--- src/rtl/codeword_serializer.sv ---
// codeword_serializer
// Accepts one N-bit codeword per valid/ready handshake, XORs in an error mask
// at load, and shifts the result onto a 1-bit channel MSB first. SOF marks the
// first bit and EOF the last. Downstream stall freezes the current bit.
// Back-to-back frames are accepted on the EOF edge, so a continuous input
// stream leaves the channel with no bubble between frames. A wrapping 16-bit
// counter records completed frames.
module codeword_serializer #(
  parameter int N     = 64,
  parameter int CNT_W = $clog2(N)
) (
  input  logic         clk,
  input  logic         rst,
  input  logic         in_valid,
  output logic         in_ready,
  input  logic [N-1:0] data_in,
  input  logic [N-1:0] err_mask,
  input  logic         ser_stall,
  output logic         ser_out,
  output logic         ser_valid,
  output logic         ser_sof,
  output logic         ser_eof,
  output logic         busy,
  output logic [15:0]  frame_cnt
);

  typedef enum logic {
    IDLE  = 1'b0,
    SHIFT = 1'b1
  } state_t;

  // Index of the first (most significant) bit of a frame.
  localparam logic [CNT_W-1:0] IDX_TOP = CNT_W'(N - 1);

  state_t           state;
  state_t           state_nxt;
  logic [N-1:0]     shreg;
  logic [CNT_W-1:0] idx;

  logic             in_shift;
  logic             last;
  logic             advance;
  logic             load;

  // Handshake and frame-position qualifiers shared by all processes.
  always_comb begin
    in_shift = (state == SHIFT);
    last     = in_shift && (idx == '0);
    advance  = in_shift && !ser_stall;
    in_ready = (state == IDLE) || (last && !ser_stall);
    load     = in_valid && in_ready;
  end

  // State register; reset aborts any frame in flight.
  always_ff @(posedge clk or negedge rst) begin
    if (!rst) begin
      state <= IDLE;
    end else begin
      state <= state_nxt;
    end
  end

  // Next-state: leave IDLE on load, leave SHIFT after the last bit unless a
  // new codeword is accepted on that same edge.
  always_comb begin
    state_nxt = state;
    case (state)
      IDLE: begin
        if (load) state_nxt = SHIFT;
      end
      SHIFT: begin
        if (advance && last) state_nxt = load ? SHIFT : IDLE;
      end
      default: state_nxt = IDLE;
    endcase
  end

  // Codeword capture (with error mask applied) and bit-index countdown.
  always_ff @(posedge clk or negedge rst) begin
    if (!rst) begin
      shreg <= '0;
      idx   <= '0;
    end else if (load) begin
      shreg <= data_in ^ err_mask;
      idx   <= IDX_TOP;
    end else if (advance && !last) begin
      idx <= idx - CNT_W'(1);
    end
  end

  // Completed-frame counter, bumped when the EOF bit is actually taken.
  always_ff @(posedge clk or negedge rst) begin
    if (!rst) begin
      frame_cnt <= '0;
    end else if (advance && last) begin
      frame_cnt <= frame_cnt + 16'd1;
    end
  end

  // Channel outputs: driven from the held register state only, so a stalled
  // cycle repeats exactly the same bit and flags.
  always_comb begin
    ser_out   = 1'b0;
    ser_valid = 1'b0;
    ser_sof   = 1'b0;
    ser_eof   = 1'b0;
    busy      = 1'b0;
    if (in_shift) begin
      ser_out   = shreg[idx];
      ser_valid = 1'b1;
      ser_sof   = (idx == IDX_TOP);
      ser_eof   = (idx == '0);
      busy      = 1'b1;
    end
  end

endmodule
--- config.mk ---
export PLATFORM = sky130hd
export DESIGN_NAME = codeword_serializer
export DESIGN_NICKNAME = d
export VERILOG_FILES = /design/src/rtl/codeword_serializer.sv
export SDC_FILE = /design/constraint.sdc
export NUM_CORES = 1
export LEC_CHECK = 0
export CAP_MARGIN = 20
export CORE_UTILIZATION = 49
export DETAILED_ROUTE_END_ITERATION = 10
export PLACE_DENSITY = 0.95
export SLEW_MARGIN = 5
export SYNTH_ARGS = -nofsm -noshare
export SYNTH_HDL_FRONTEND = slang
export SYNTH_SLANG_ARGS = --single-unit
--- constraint.sdc ---
create_clock -name clk -period 3.54 [get_ports clk]
set_input_delay 0.708 -clock clk [delete_from_list [all_inputs] [get_ports clk]]
set_output_delay 0.708 -clock clk [all_outputs]
set_load 0.05 [all_outputs]
=== Yosys cells after proc, flatten, opt, wreduce, memory -nomap -nowiden ===
Index checks and enable logic that the tools add are counted.

* Magnitude comparators: 1
* Multiplexer cells: 11
* Add/sub/neg operators: 2
* Reduce and logical (&&, ||, !) cells: 11
* Bitwise logic cells: 2
* Eq/ne operators: 1

{| class="wikitable"
|+ Operator list
! operator !! number
|-
| $xor 64x64->64 || 1
|-
| $add 16x1->16 const B || 1
|-
| $mux 6 || 2
|-
| $lt 6x7->1 const B || 1
|-
| $mux 1 || 7
|-
| $bmux 1 s6 || 1
|-
| $eq 6x6->1 const B || 1
|-
| $logic_and 1x1->1 || 6
|-
| $logic_not 6->1 || 1
|-
| $sub 6x1->6 const B || 1
|-
| $logic_not 1->1 || 2
|-
| $pmux 1 s2 || 1
|-
| $reduce_bool 2->1 || 1
|-
| $logic_or 1x1->1 || 1
|-
| $not 1->1 || 1
|}

* Register bits: 87
* Word-level logic and storage cells: 32

=== Logic depth before layout (Yosys ltp) ===
Gate-level depths: netlist (run 1).

* Word-level depth: 8
* Depth in mapped cells: 11
* Depth with buffers taken out: 7

=== Worst setup path before layout (run 1) ===
Ideal clock, no wire load.

* Kind: register to output
* Start: register idx[1]
* End: output ser_eof
* Required time: 2.832 ns
* Buffers on the path: 2
* Arrival time: 2.281 ns
* Stages on the path, launching flop included: 7
* Path slack: 0.551 ns
* Cell sequence: dfrtp_1 > buf_2 > buf_2 > inv_1 > ha_1 > nand2b_1 > nor3_1

* Word-level cells in the longest chain between the ends: 2

{| class="wikitable"
|+ RTL lines
! what !! line !! source
|-
| start, declared || 38 || <nowiki>logic [CNT_W-1:0] idx;</nowiki>
|-
| start signal, assigned || 87 || <nowiki>idx <= idx - CNT_W'(1);</nowiki>
|-
| $logic_not 6->1 || 112 || <nowiki>ser_eof = (idx == '0);</nowiki>
|-
| $mux 1 || 108 || <nowiki>if (in_shift) begin</nowiki>
|-
| end, declared || 22 || <nowiki>output logic ser_eof,</nowiki>
|}

Every way passes these cells.

=== Worst setup path after layout (run 1) ===
* Start: register idx[1]
* End: output ser_out

* Word-level cells in the longest chain between the ends: 3

{| class="wikitable"
|+ RTL lines
! what !! line !! source
|-
| $bmux 1 s6 || 109 || <nowiki>ser_out = shreg[idx];</nowiki>
|-
| $mux 1 (implied by the code) || 109 ||
|-
| $mux 1 || 108 ||
|-
| end, declared || 19 || <nowiki>output logic ser_out,</nowiki>
|}

Every way passes these cells. The select of a mux whose other input is x is not followed.

==> metrics.cfg, run 1 <==
[status]
status = completed

[final_layout]
finish.net_count = 701
synthToLayoutAreaGrowth_pct = 40.2
drive_gt1_share_pct = 8.60
antennaDiodeCount = 0
fin_area_um2 = 6260
layout.cells.non_filler = 678

[floorplan]
die_area_um2 = 9500
fp.dieW_um = 97.5
core_um2 = 8760
num_rows = 34
die_h_um = 97.5
boundaryPins = 154
start_util_pct = 51.0

[timing]
slew_viol_final = 0
rsz0062_at_grt = false
min_period_over_period_pct = 94.9
slew_headroom_pct = 30.7
hold_violations = 0
worstMarginPinSlew_ns = 1.04
finalSetupTns_ns = 0
period_needed_ns = 3.36
timing.fmax_mhz = 298
setup_viol = 0
clock-skew-final_ns = 0.00720

[flow_run]
max-cap-violations = 0

[clocking]
tritoncts = built
clock_path_buffers = 2
htreeDepth = 3
post_cts_buffers = 0
cts_root_buf = clkbuf_8
hold_buffers = 0
cts_resized = 0
path_clk_slew_ns = 0.08
cts_num_sinks = 87
insertion_delay_ns = 0.35
cts_buffers = 9

[drt]
drc = 0
wl_per_cell_um = 15.4
drt-initial-drc-count = 155
drt_wl_total_mm = 10.5
drt_pass1_iterations = 5
vias = 3618
via_per_inst = 5.34
ant_nets = 0

[synthesis]
async_flop_share_pct = 100
synth-seq-cells = 87
syn_inst = 419
seq_area_frac_synth_pct = 48.7
synth_area_per_cell_um2 = 10.7
synth_area_um2 = 4470
synth_edf_count = 0
synth_cell_types = 35
syn_nets = 554
synth_top_flop_cell = dfrtp_1
yosysWarningCount = 0

[placement]
place_area_um2 = 6050
hpwl_mm = 7.88
placedCellCount = 662
io_buffers = 153
place.gp.congestion = 0.903

[pwr]
vdd_drop_max_uv = 283
power_density_nw_per_um2 = 597
p_leak_nw = 2.65
fin_total_pwr_w = 0.00374

[worst_setup_path]
r2r_setup_slack_ns = 0.72
path_class = reg2out
worstPathMaxFanout = 10
startpoint_type = flip-flop
r2r_cells = 7
cp.arrival_ns = 2.65
regToRegStartpoint = idx[0]
cp.required_ns = 2.83
timing.rr.end = shreg[4]
cp-end-kind = primary output

[worst_hold_path]
min_path_type = in2async

[global_routing]
grt_max_degree = 135
grt_pass1_wl_mm = 16.9
grt_usage_pct = 22.3
antenna_found_initial = 0
grt_overflow_total = 0
grt_pass1_vias = 3726

-- synthesized netlist by cell type, types with 3 or more instances --
library cell / count / area [µm²]
xnor2_1: 77 / 674
mux2i_1: 7 / 70.1
nor2_1: 8 / 30.0
xor2_1: 7 / 61.3
nor3_1: 7 / 35.0
o21ai_0: 64 / 320
dfrtp_1: 87 / 2180
ha_1: 3 / 37.5
nand2_1: 86 / 323
buf_2: 10 / 50.1
nand3_1: 4 / 20.0
inv_1: 8 / 30.0
clkbuf_1: 9 / 33.8
mux4_2: 16 / 360
-- stage by stage --
step	util (%)	hold slack, ns	setup slack, ns
floorplan	-	0.412	0.551
global placement	69.0	0.454	0.683
detailed placement	69.0	0.473	0.513
CTS	71.1	0.492	0.119
global route	71.5	0.213	0.0581
finish	71.5	0.213	0.181
-- layout make-up --
type	instances	area, µm²
inverters	8	30.0
well taps	108	135
flip-flops and latches	87	2180
clock inverters	3	17.5
clock buffers	12	165
fillers	608	2500
multi-input cells	302	2150
repair buffers	158	1580
-- routing by layer --
metal	vias to the layer above	GRT usage (%)	part of all wire, %	wire length (µm)
met4	0	7.69	2.5	257
met1	1720	27.0	39	4090
li1	1700	-	-	-
met5	-	0	0	0
met2	171	38.7	51	5370
met3	27	5.83	7.1	748
-- cell families (layout without fill, tap and decap cells) --
group	after synthesis	count (layout)	share of synthesized area, %
AOI/OAI and AO/OA	70	70	8.46
xor gates and xnor gates	84	84	16.5
adders and majority gates	3	3	0.840
buffers and inverters	30	181	3.14
DFF	87	87	48.7
muxes	24	24	9.89
and+or+nand+nor	121	121	12.5
-- worst max path at each step --
stage	start	end	slack, ns
2_1_floorplan	idx[1]	ser_eof	0.55
3_3_place_gp	idx[1]	ser_out	0.68
3_5_place_dp	idx[1]	ser_out	0.51
4_1_cts	idx[1]	ser_out	0.12
5_1_grt	idx[0]	ser_eof	0.06
6_report	idx[1]	ser_out	0.18
-- critical path: stages, from the launching register on --
cell	delay [ns]
dfrtp_2	0.54
buf_4	0.26
mux4_2	0.52
mux2i_1	0.18
nor3_1	0.09
nor3_1	0.29
a31oi_1	0.18
buf_4	0.23
-- where the power goes --
group / internal [W] / switching, W / total, W
clock: 0.000307 / 0.000339 / 0.000646
sequential: 0.00136 / 0.000326 / 0.00169
combinational: 0.000744 / 0.000664 / 0.00141
-- state kept, by name, indices dropped and copies added, names as in the netlist --
signal,count
shreg,64
idx,6
frame_cnt,16
in_shift,1
-- placed cells by master (no fill, tap or decap), types with 2 or more instances in the layout --
master / netlist / final
and3_1: 2 / 2
buf_4: 2 / 7
clkbuf_8: 0 / 12
clkdlybuf4s50_1: 0 / 150
clkinv_2: 0 / 2
dfrtp_1: 87 / 86
ha_1: 3 / 3
inv_1: 8 / 8
mux2i_1: 7 / 7
mux4_2: 16 / 16
nand2_1: 86 / 86
nand2b_1: 2 / 2
nand3_1: 4 / 4
nand4_1: 2 / 2
nor2_1: 8 / 8
nor3_1: 7 / 7
o211ai_1: 2 / 2
o21ai_0: 64 / 64
xnor2_1: 77 / 77
xor2_1: 7 / 7
Power figures use the tool's default switching activity.
==> run 2: changes to the inputs <==
--- a/config.mk
+++ b/config.mk
@@ -5,6 +5,7 @@
 export SDC_FILE = /design/constraint.sdc
 export NUM_CORES = 1
 export LEC_CHECK = 0
+export ABC_CLOCK_PERIOD_IN_PS = 3540
 export CAP_MARGIN = 20
 export CORE_UTILIZATION = 49
 export DETAILED_ROUTE_END_ITERATION = 10
==> results of run 2 <==
The final DEF is identical to that of run 1; final timing and power are the same.
